--- config.mk ---
export PLATFORM = sky130hd
export DESIGN_NAME = array_result_collector
export DESIGN_NICKNAME = d
export VERILOG_FILES = /design/src/rtl/array_pkg.sv /design/src/rtl/sync_fifo.sv /design/src/rtl/array_result_collector.sv
export SDC_FILE = /design/constraint.sdc
export NUM_CORES = 1
export LEC_CHECK = 0
export ABC_AREA = 1
export CAP_MARGIN = 20
export CORE_MARGIN = 2
export CORE_UTILIZATION = 55
export DETAILED_ROUTE_END_ITERATION = 10
export PLACE_DENSITY = 0.77
export SYNTH_ARGS = -nofsm -noshare
export SYNTH_HDL_FRONTEND = slang
export SYNTH_SLANG_ARGS = --single-unit
--- constraint.sdc ---
create_clock -name clk -period 31.6 [get_ports clk]
set_input_delay 4.74 -clock clk [delete_from_list [all_inputs] [get_ports clk]]
set_output_delay 4.74 -clock clk [all_outputs]
set_load 0.02 [all_outputs]
--- src/rtl/array_pkg.sv ---
// Shared types and helpers for the systolic array result path.
package array_pkg;

    localparam int unsigned DEFAULT_DATA_WIDTH = 32;

    typedef enum logic [1:0] {
        IDLE    = 2'd0,
        WAIT    = 2'd1,
        CAPTURE = 2'd2,
        DRAIN   = 2'd3
    } collector_state_t;

    // Bit offset of lane 'lane' inside a row of 'dw'-bit lanes.
    function automatic int unsigned lane_lsb(input int unsigned lane, input int unsigned dw);
        return lane * dw;
    endfunction

endpackage

--- src/rtl/sync_fifo.sv ---
// Synchronous FIFO with fall-through head; a write is accepted when full if a read frees a slot.
module sync_fifo #(
    parameter int unsigned WIDTH = 32,
    parameter int unsigned DEPTH = 4
) (
    input  logic                         clk,
    input  logic                         rst,
    input  logic                         i_wr_en,
    input  logic [WIDTH-1:0]             i_wr_data,
    input  logic                         i_rd_en,
    output logic [WIDTH-1:0]             o_rd_data_c,
    output logic [$clog2(DEPTH+1)-1:0]   o_count,
    output logic                         o_full_c,
    output logic                         o_empty_c
);

    localparam int unsigned AW = $clog2(DEPTH);
    localparam int unsigned CW = $clog2(DEPTH + 1);

    logic [WIDTH-1:0] r_mem [DEPTH];
    logic [AW-1:0]    r_wr_ptr;
    logic [AW-1:0]    r_rd_ptr;
    logic [CW-1:0]    r_count;
    logic             w_do_wr;
    logic             w_do_rd;

    assign w_do_rd = i_rd_en && (r_count != '0);
    assign w_do_wr = i_wr_en && ((r_count != CW'(DEPTH)) || w_do_rd);

    always_ff @(posedge clk) begin
        if (rst) begin
            for (int unsigned i = 0; i < DEPTH; i++) begin
                r_mem[i] <= '0;
            end
            r_wr_ptr <= '0;
            r_rd_ptr <= '0;
            r_count  <= '0;
        end else begin
            if (w_do_wr) begin
                r_mem[r_wr_ptr] <= i_wr_data;
                r_wr_ptr        <= r_wr_ptr + AW'(1);
            end
            if (w_do_rd) begin
                r_rd_ptr <= r_rd_ptr + AW'(1);
            end
            case ({w_do_wr, w_do_rd})
                2'b10:   r_count <= r_count + CW'(1);
                2'b01:   r_count <= r_count - CW'(1);
                default: r_count <= r_count;
            endcase
        end
    end

    assign o_rd_data_c = r_mem[r_rd_ptr];
    assign o_count     = r_count;
    assign o_full_c    = (r_count == CW'(DEPTH));
    assign o_empty_c   = (r_count == '0);

endmodule

--- src/rtl/array_result_collector.sv ---
// De-skews the bottom-row Y stream of the PE array into whole rows and buffers them for writeback.
// Optional COLLECTOR_RELU_EN clamps negative lanes to zero at FIFO write.
module array_result_collector
    import array_pkg::*;
#(
    parameter int unsigned M          = 5,
    parameter int unsigned N          = 3,
    parameter int unsigned K          = 4,
    parameter int unsigned DATA_WIDTH = DEFAULT_DATA_WIDTH,
    parameter int unsigned FIRST_LAT  = N,
    parameter int unsigned FIFO_DEPTH = 4
) (
    input  logic                    clk,
    input  logic                    rst,
    input  logic                    start,
    input  logic [DATA_WIDTH*K-1:0] Y,
    output logic [DATA_WIDTH*K-1:0] y_data,
    output logic                    y_valid,
    input  logic                    y_ready,
    output logic                    busy,
    output logic                    done,
    output logic                    overflow
);

    localparam int unsigned ROW_W     = DATA_WIDTH * K;
    localparam int unsigned CAP_START = FIRST_LAT + K - 1;
    localparam bit          SKIP_WAIT = (CAP_START < 2);
    localparam int unsigned WAIT_LAST = SKIP_WAIT ? 0 : CAP_START - 2;
    localparam int unsigned CNT_MAX   = (CAP_START > M) ? CAP_START : M;
    localparam int unsigned CNT_W     = $clog2(CNT_MAX + 1);
    localparam int unsigned FCNT_W    = $clog2(FIFO_DEPTH + 1);

    collector_state_t   r_state;
    collector_state_t   w_next_state;
    logic [CNT_W-1:0]   r_cnt;
    logic               r_busy;
    logic               r_done;
    logic               r_overflow;

    logic [ROW_W-1:0]   w_aligned;
    logic [ROW_W-1:0]   w_wr_data;
    logic [ROW_W-1:0]   w_rd_data;
    logic [FCNT_W-1:0]  w_fifo_count;
    logic               w_fifo_full;
    logic               w_fifo_empty;
    logic               w_push;
    logic               w_pop;
    logic               w_drop;
    logic               w_done;
    logic               w_start_acc;
    logic               w_will_empty;

    // Lane j is delayed K-1-j cycles so all lanes of a vector line up with lane K-1.
    for (genvar j = 0; j < K; j++) begin : g_lane
        localparam int unsigned STAGES = K - 1 - j;
        localparam int unsigned LSB    = lane_lsb(j, DATA_WIDTH);

        logic [DATA_WIDTH-1:0] w_lane;

        if (STAGES == 0) begin : g_direct
            assign w_aligned[LSB +: DATA_WIDTH] = Y[LSB +: DATA_WIDTH];
        end else begin : g_skew
            logic [DATA_WIDTH-1:0] r_skew [STAGES];

            always_ff @(posedge clk) begin
                if (rst) begin
                    for (int unsigned s = 0; s < STAGES; s++) begin
                        r_skew[s] <= '0;
                    end
                end else begin
                    r_skew[0] <= Y[LSB +: DATA_WIDTH];
                    for (int unsigned s = 1; s < STAGES; s++) begin
                        r_skew[s] <= r_skew[s-1];
                    end
                end
            end

            assign w_aligned[LSB +: DATA_WIDTH] = r_skew[STAGES-1];
        end

        assign w_lane = w_aligned[LSB +: DATA_WIDTH];
`ifdef COLLECTOR_RELU_EN
        assign w_wr_data[LSB +: DATA_WIDTH] = w_lane[DATA_WIDTH-1] ? '0 : w_lane;
`else
        assign w_wr_data[LSB +: DATA_WIDTH] = w_lane;
`endif
    end

    sync_fifo #(
        .WIDTH (ROW_W),
        .DEPTH (FIFO_DEPTH)
    ) u_fifo (
        .clk         (clk),
        .rst         (rst),
        .i_wr_en     (w_push),
        .i_wr_data   (w_wr_data),
        .i_rd_en     (w_pop),
        .o_rd_data_c (w_rd_data),
        .o_count     (w_fifo_count),
        .o_full_c    (w_fifo_full),
        .o_empty_c   (w_fifo_empty)
    );

    assign y_valid = !w_fifo_empty;
    assign y_data  = w_rd_data;
    assign w_pop   = y_valid && y_ready;
    assign w_drop  = w_push && w_fifo_full && !w_pop;

    // DRAIN finishes on the cycle the last buffered row leaves.
    assign w_will_empty = (w_fifo_count == '0) || ((w_fifo_count == FCNT_W'(1)) && w_pop);

    always_ff @(posedge clk) begin
        if (rst) begin
            r_state <= IDLE;
        end else begin
            r_state <= w_next_state;
        end
    end

    always_comb begin
        w_next_state = r_state;
        case (r_state)
            IDLE:    if (start)                        w_next_state = SKIP_WAIT ? CAPTURE : WAIT;
            WAIT:    if (r_cnt == CNT_W'(WAIT_LAST))   w_next_state = CAPTURE;
            CAPTURE: if (r_cnt == CNT_W'(M - 1))       w_next_state = DRAIN;
            DRAIN:   if (w_will_empty)                 w_next_state = IDLE;
            default:                                   w_next_state = IDLE;
        endcase
    end

    always_comb begin
        w_push      = 1'b0;
        w_done      = 1'b0;
        w_start_acc = 1'b0;
        case (r_state)
            IDLE:    w_start_acc = start;
            CAPTURE: w_push      = 1'b1;
            DRAIN:   w_done      = w_will_empty;
            default: ;
        endcase
    end

    // Phase counter restarts on every state change.
    always_ff @(posedge clk) begin
        if (rst) begin
            r_cnt <= '0;
        end else if (r_state != w_next_state) begin
            r_cnt <= '0;
        end else if ((r_state == WAIT) || (r_state == CAPTURE)) begin
            r_cnt <= r_cnt + CNT_W'(1);
        end
    end

    always_ff @(posedge clk) begin
        if (rst) begin
            r_busy     <= 1'b0;
            r_done     <= 1'b0;
            r_overflow <= 1'b0;
        end else begin
            r_busy <= (w_next_state != IDLE);
            r_done <= w_done;
            if (w_start_acc) begin
                r_overflow <= 1'b0;
            end else if (w_drop) begin
                r_overflow <= 1'b1;
            end
        end
    end

    assign busy     = r_busy;
    assign done     = r_done;
    assign overflow = r_overflow;

endmodule

* Word-level counts from Yosys, hierarchy flattened
Memories as Yosys holds them, arrays and structs flattened. A register that Yosys moved wholly into a read port is not among the register bits. Cells that the tools add are included.
Cells by class: reduce and logical (&&, ||, !) cells 21, eq/ne operators 10, add/sub/neg operators 5, bitwise gates (word level) 6, multiplexer cells 26
Operators by type and width (number):
- two-way mux 32 bit | 6
- two-way mux 128 bit | 1
- OR reduction 128 bit | 1
- OR reduction 32 bit | 1
- two-way mux 2 bit | 7
- two-way mux 1 bit | 10
- case mux 2 bit (4 select lines) | 1
- adder 3 x 1 -> 3 bit (second input constant) | 2
- == test 2 bit (second input constant) | 3
- == test 3 bit (second input constant) | 2
- logical AND 1 bit | 6
- case mux 3 bit (2 select lines) | 1
- OR reduction 2 bit | 3
- OR 1 bit | 5
- adder 2 x 1 -> 2 bit (second input constant) | 2
- == test 2 x 1 -> 1 bit (second input constant) | 2
- nonzero test 2 bit | 2
- == test 3 x 1 -> 1 bit (second input constant) | 1
- zero test 3 bit | 1
- logical OR 1 bit | 3
- != test 3 bit (second input constant) | 1
- nonzero test 3 bit | 1
- subtractor 3 x 1 -> 3 bit (second input constant) | 1
- zero test 1 bit | 2
- 3 further kinds | 3
Storage, ports and cells: register bits after elaboration 15, input port bits 132, memories 4, bits in writable memories 704, output and inout port bits 132, logic and storage cells 80
Memory list:
- u_fifo.r_mem | depth 4, width 128, rd ports 1, clocked after Yosys merged registers in 1, wr ports 4, line sync_fifo.sv:20 | logic [WIDTH-1:0] r_mem [DEPTH];
- g_lane[0].g_skew.r_skew | depth 3, width 32, rd ports 3, clocked after Yosys merged registers in 0, wr ports 3, line array_result_collector.sv:63 | logic [DATA_WIDTH-1:0] r_skew [STAGES];
- g_lane[1].g_skew.r_skew | depth 2, width 32, rd ports 2, clocked after Yosys merged registers in 0, wr ports 2, line array_result_collector.sv:63
- g_lane[2].g_skew.r_skew | depth 1, width 32, rd ports 1, clocked after Yosys merged registers in 0, wr ports 1, line array_result_collector.sv:63

* Depth between registers and ports, before layout
depth after elaboration 11, mapped depth 12, gate-level depth less buffers 12

* By module
Synthesis repeated with hierarchy kept, for this count alone.
Second synthesis, totals: cell total of the unflattened synthesis 2810, area total of the unflattened synthesis 29983.8 µm²
Modules (own cells, without submodules):
- sync_fifo | area each 24083.1 µm², cells an instance 2145, seq. area each 15554.9 µm², instances 1
- array_result_collector | area each 5900.7 µm², cells an instance 665, seq. area each 4003.8 µm², instances 1

* Least setup slack after synthesis
OpenSTA, ideal clock, no wires.
kind in2reg, from input port y_ready, to memory u_fifo.r_mem[3][0] in the netlist's numbering (enable), data required time 30.797 ns, arrival 14.367 ns, stages on the path 4, library setup time 0.803 ns, path slack 16.430 ns, path buffers 0, cell sequence nand2_2 nand3_2 nand2_1 o31ai_1
RTL lines:
- start, declared | line array_result_collector.sv:19 | input logic y_ready,
- end, declared | line sync_fifo.sv:20

==> report_table.html <==
<table>
<tr><th>Metric</th><th>Value</th></tr>
<tr><th colspan="2">Outcome</th></tr>
<tr><td>Outcome</td><td>completed</td></tr>
<tr><th colspan="2">Cells and area</th></tr>
<tr><td>Multi-input combinational cell area</td><td>between 0.007 and 0.008 sq mm</td></tr>
<tr><td>Most common cell after layout, fill and taps aside</td><td>nor2_1</td></tr>
<tr><td>Diode insertion count for antenna repair</td><td>0</td></tr>
<tr><td>Post-layout instance count excluding filler cells</td><td>about 3700</td></tr>
<tr><td>Fin util</td><td>between 60% and 70%</td></tr>
<tr><td>Count of filler cells inserted in the layout</td><td>around 4000</td></tr>
<tr><td>Ratio of cells with drive above 1 in the final layout</td><td>8.51%</td></tr>
<tr><td>Leading cell types in the layout, fill and taps excluded</td><td>860 x nor2_1, 512 x edfxtp_1, 455 x inv_1</td></tr>
<tr><td>Post-layout nets</td><td>3119</td></tr>
<tr><td>Register Area</td><td>roughly 0.02 sq mm</td></tr>
<tr><td>Growth of design area from synthesis to finish</td><td>17.5%</td></tr>
<tr><th colspan="2">STA</th></tr>
<tr><td>Fmax</td><td>~110 MHz</td></tr>
<tr><td>Worst Max-Slew Pin Slew</td><td>~1100 ps</td></tr>
<tr><td>Setup Viol. Count Final</td><td>0</td></tr>
<tr><td>Number of slew-limit violations in the final report</td><td>0</td></tr>
<tr><td>Worst relative slew slack</td><td>between 20% and 30%</td></tr>
<tr><td>Clock tree skew after final layout</td><td>12.3 ps</td></tr>
<tr><td>Tcrit/Tclk final</td><td>between 20 and 30%</td></tr>
<tr><td>Final critical delay including setup and external delays</td><td>between 8000 and 9000 ps</td></tr>
<tr><td>Final Hold Violating Endpoints</td><td>0</td></tr>
<tr><td>Setup slack after layout</td><td>~23000 ps</td></tr>
<tr><td>Fin Setup TNS</td><td>0 ps</td></tr>
<tr><td>RSZ-0062 raised after global routing</td><td>no</td></tr>
<tr><th colspan="2">Floorplanning</th></tr>
<tr><td>Initial core utilization</td><td>between 50% and 60%</td></tr>
<tr><td>Count of boundary I/O pins</td><td>about 260</td></tr>
<tr><td>Die span in y</td><td>between 200 and 250 um</td></tr>
<tr><td>Cell row count</td><td>84</td></tr>
<tr><td>Core region area</td><td>0.0526 sq mm</td></tr>
<tr><td>Horizontal die dimension</td><td>between 200 and 250 um</td></tr>
<tr><td>Total die area</td><td>0.0551 sq mm</td></tr>
<tr><th colspan="2">Clock tree</th></tr>
<tr><td>Max Buffers Root-to-Sink</td><td>3</td></tr>
<tr><td>Latest clock arrival within the worst-skew pair</td><td>600 ps</td></tr>
<tr><td>Post-cts hold buffer count</td><td>0</td></tr>
<tr><td>Number of H-tree branching levels</td><td>3</td></tr>
<tr><td>TritonCTS clock tree</td><td>yes</td></tr>
<tr><td>CTS buffer count</td><td>71</td></tr>
<tr><td>PostCTS Resize Cnt</td><td>0</td></tr>
<tr><td>Total setup buffers inserted after CTS</td><td>0</td></tr>
<tr><td>Number of sinks on the clock net</td><td>between 700 and 800</td></tr>
<tr><td>Clk root buf</td><td>clkbuf_16</td></tr>
<tr><td>Clock-pin transition on the worst setup and hold timing paths</td><td>60 ps</td></tr>
<tr><th colspan="2">Logic synthesis</th></tr>
<tr><td>Distinct cells, synth</td><td>29</td></tr>
<tr><td>Synth Net Count</td><td>between 2000 and 3000</td></tr>
<tr><td>Seq cells post-synth</td><td>between 700 and 800</td></tr>
<tr><td>Number of flops mapped to enable cells by yosys</td><td>between 500 and 600</td></tr>
<tr><td>Synth Warn #</td><td>0</td></tr>
<tr><td>Summed instance area of the synthesized netlist</td><td>around 0.03 sq mm</td></tr>
<tr><td>FFs w/ async S/R, synth</td><td>0%</td></tr>
<tr><td>Cells after Synth</td><td>around 2800</td></tr>
<tr><td>Sequential element share of the synthesized area</td><td>66.8%</td></tr>
<tr><td>Primary FF master, synth</td><td>edfxtp_1</td></tr>
<tr><td>Syn Area/Cell</td><td>approximately 11 sq um</td></tr>
<tr><th colspan="2">GRT</th></tr>
<tr><td>Number of global-route vias before repair</td><td>between 20000 and 25000</td></tr>
<tr><td>Number of antenna violations at the first check in global routing</td><td>0</td></tr>
<tr><td>Global-route usage over all layers</td><td>between 20% and 30%</td></tr>
<tr><td>Grt ovf</td><td>0</td></tr>
<tr><td>Global-route wire length before repair</td><td>~100000 um</td></tr>
<tr><td>Maximum number of pins on one net before global-route repair</td><td>138</td></tr>
<tr><th colspan="2">Hold path</th></tr>
<tr><td>Class of the tightest hold or removal check</td><td>reg2reg</td></tr>
<tr><td>Hold Path Stages</td><td>2</td></tr>
<tr><td>Hold EP</td><td>g_lane[0].g_skew.r_skew[0][45]</td></tr>
<tr><td>Min-Delay Startpoint</td><td>g_lane[0].g_skew.r_skew[0][13]</td></tr>
<tr><th colspan="2">Critical path</th></tr>
<tr><td>Endpoint of the lowest-slack register-to-register path</td><td>u_fifo.r_mem[0][112]</td></tr>
<tr><td>Launching element type of the critical path</td><td>input port</td></tr>
<tr><td>WP data arrival</td><td>9240 ps</td></tr>
<tr><td>Class of the most critical setup path</td><td>in2reg</td></tr>
<tr><td>Depth of the most critical reg-to-reg path</td><td>11</td></tr>
<tr><td>Crit path capture type</td><td>register</td></tr>
<tr><td>Worst path cell trace</td><td>buf_6 -&gt; inv_1 -&gt; nand3_4 -&gt; nor2_4 -&gt; nand2_8 -&gt; nand2_4 -&gt; buf_4 -&gt; buf_12</td></tr>
<tr><td>Worst-case register-to-register setup slack</td><td>26640 ps</td></tr>
<tr><td>CP max stage delay</td><td>1000 ps</td></tr>
<tr><td>RR Startpoint</td><td>u_fifo.o_count[0]</td></tr>
<tr><td>Cell at the slowest stage of the critical path</td><td>nand2_4</td></tr>
<tr><td>Maximum net fanout on the critical path</td><td>129</td></tr>
<tr><td>Required time at the worst-slack endpoint</td><td>31870 ps</td></tr>
<tr><th colspan="2">Power and ir drop</th></tr>
<tr><td>Areal power density over the cells</td><td>62.4 mW/mm^2</td></tr>
<tr><td>Leak Pwr</td><td>roughly 13 nW</td></tr>
<tr><td>Peak supply drop</td><td>0.0418 mV</td></tr>
<tr><th colspan="2">Detailed routing</th></tr>
<tr><td>Detail-routed via count per cell</td><td>5.29</td></tr>
<tr><td>Count of unresolved DRC violations after routing</td><td>0</td></tr>
<tr><td>Number of nets with antenna violations after detailed routing</td><td>0</td></tr>
<tr><td>Number of DRC violations after detailed-routing iteration 0</td><td>between 2000 and 2500</td></tr>
<tr><td>Post-detailed-route wirelength per cell</td><td>18.1 um</td></tr>
<tr><td>First-pass detailed-route iteration total</td><td>6</td></tr>
<tr><td>Final routed wirelength across all metal layers</td><td>roughly 67000 um</td></tr>
<tr><td>Total number of vias</td><td>~20000</td></tr>
<tr><th colspan="2">Placed design</th></tr>
<tr><td>Weighted congestion reported at the end of routability-driven placement</td><td>~0.77</td></tr>
<tr><td>Detail Placement HPWL</td><td>about 36000 um</td></tr>
<tr><td>Worst setup slack before clock tree synthesis</td><td>roughly 22000 ps</td></tr>
<tr><td>Quantity of I/O buffers inserted on ports</td><td>roughly 260</td></tr>
<tr><td>Number of instances in the placed design</td><td>3588</td></tr>
<tr><th colspan="2">Job</th></tr>
<tr><td>Max-cap violations</td><td>0</td></tr>
</table>
==> metrics by stage <==
| step | total power, W | cell area (sq um) | hold WS (ps) |
|---|---|---|---|
| after floorplan | 0.00122 | 29300 | 388 |
| after global placement | 0.00133 | 32100 | 389 |
| after detailed placement | 0.00134 | 32100 | 392 |
| after CTS | 0.00216 | 34400 | 399 |
| after global routing | 0.00221 | 34400 | 411 |
| final | 0.00215 | 34400 | 398 |
==> synth_stat cells (2+ instances only) <==
cell      number  area [sq um]
nor2_1       860          3230
edfxtp_1     512         15400
inv_1        459          1720
o21ai_0      266          1330
dfxtp_1      209          4180
o22ai_1      129           807
clkbuf_1     124           465
nor2_4       110          1240
nand2_1       16          60.1
buf_6         14           158
a21oi_1       12          60.1
ha_1          12           150
buf_12        11           220
buf_2         10          50.1
inv_2          9          33.8
nand3_1        7          35.0
buf_4          3          22.5
nor3_1         3          15.0
nand2_2        2          12.5
xnor2_1        2          17.5
xor2_1         2          17.5
==> state kept, by name, summed over array words and instances, names as in the netlist, named ones only <==
register              count
done                      1
overflow                  1
g_lane.g_skew.r_skew    192
r_cnt                     3
u_fifo.r_rd_ptr           2
u_fifo.r_wr_ptr           2
busy                      1
u_fifo.r_mem            512
u_fifo.o_count            3
r_state                   2
==> where the power goes <==
part           internal (W)  total, W  switching (W)  leakage [nW]
logic              0.000100  0.000263       0.000163          4.42
registers           0.00104   0.00106      0.0000139          7.01
clock network      0.000478  0.000826       0.000348          1.12
total               0.00162   0.00215       0.000525          12.5
==> cell families (layout without fill, tap and decap cells) <==
| logic type | after synthesis | after routing | share of synthesized area (%) |
|---|---|---|---|
| adder cells (fa/ha/maj) | 12 | 12 | 0.513 |
| buffers and inverters | 631 | 884 | 9.14 |
| flip-flops | 721 | 721 | 66.8 |
| AO/OA/AOI/OAI | 409 | 409 | 7.56 |
| XOR/XNOR | 4 | 4 | 0.120 |
| AND/OR/NAND/NOR | 1003 | 1003 | 15.9 |
==> how the worst max path moves through the flow <==
stage | startpoint | end | slack, ps
2_1_floorplan | y_ready | u_fifo.r_mem[3][0] | 16430
6_report | rst | u_fifo.r_mem[0][112] | 22630
3_5_place_dp | rst | u_fifo.r_mem[0][112] | 21900
3_3_place_gp | rst | u_fifo.r_mem[0][111] | 21970
4_1_cts | rst | u_fifo.r_mem[0][112] | 22520
5_1_grt | rst | u_fifo.r_mem[0][112] | 22400
==> metal layers <==
layer	track usage, %	wire length, um
met1	30.0	26700
met2	42.0	33700
met3	4.01	4870
met4	9.03	1990
met5	0	0
==> cell type report <==
type,instances,area share (%)
Sequential cell,721,56.9
Multi-Input combinational cell,1428,20.6
Timing Repair Buffer,285,8.23
Clock buffer,107,6.12
Inverter,468,5.14
Tap cell,688,2.50
Clock inverter,24,0.520
==> worst max-delay path, delay by kind of cell <==
kind / cells / cell delay (ps)
buffers and inverters: 4 / 1670
AND/OR/NAND/NOR: 4 / 2670
Note: power is estimated with default switching activity, not from simulation.
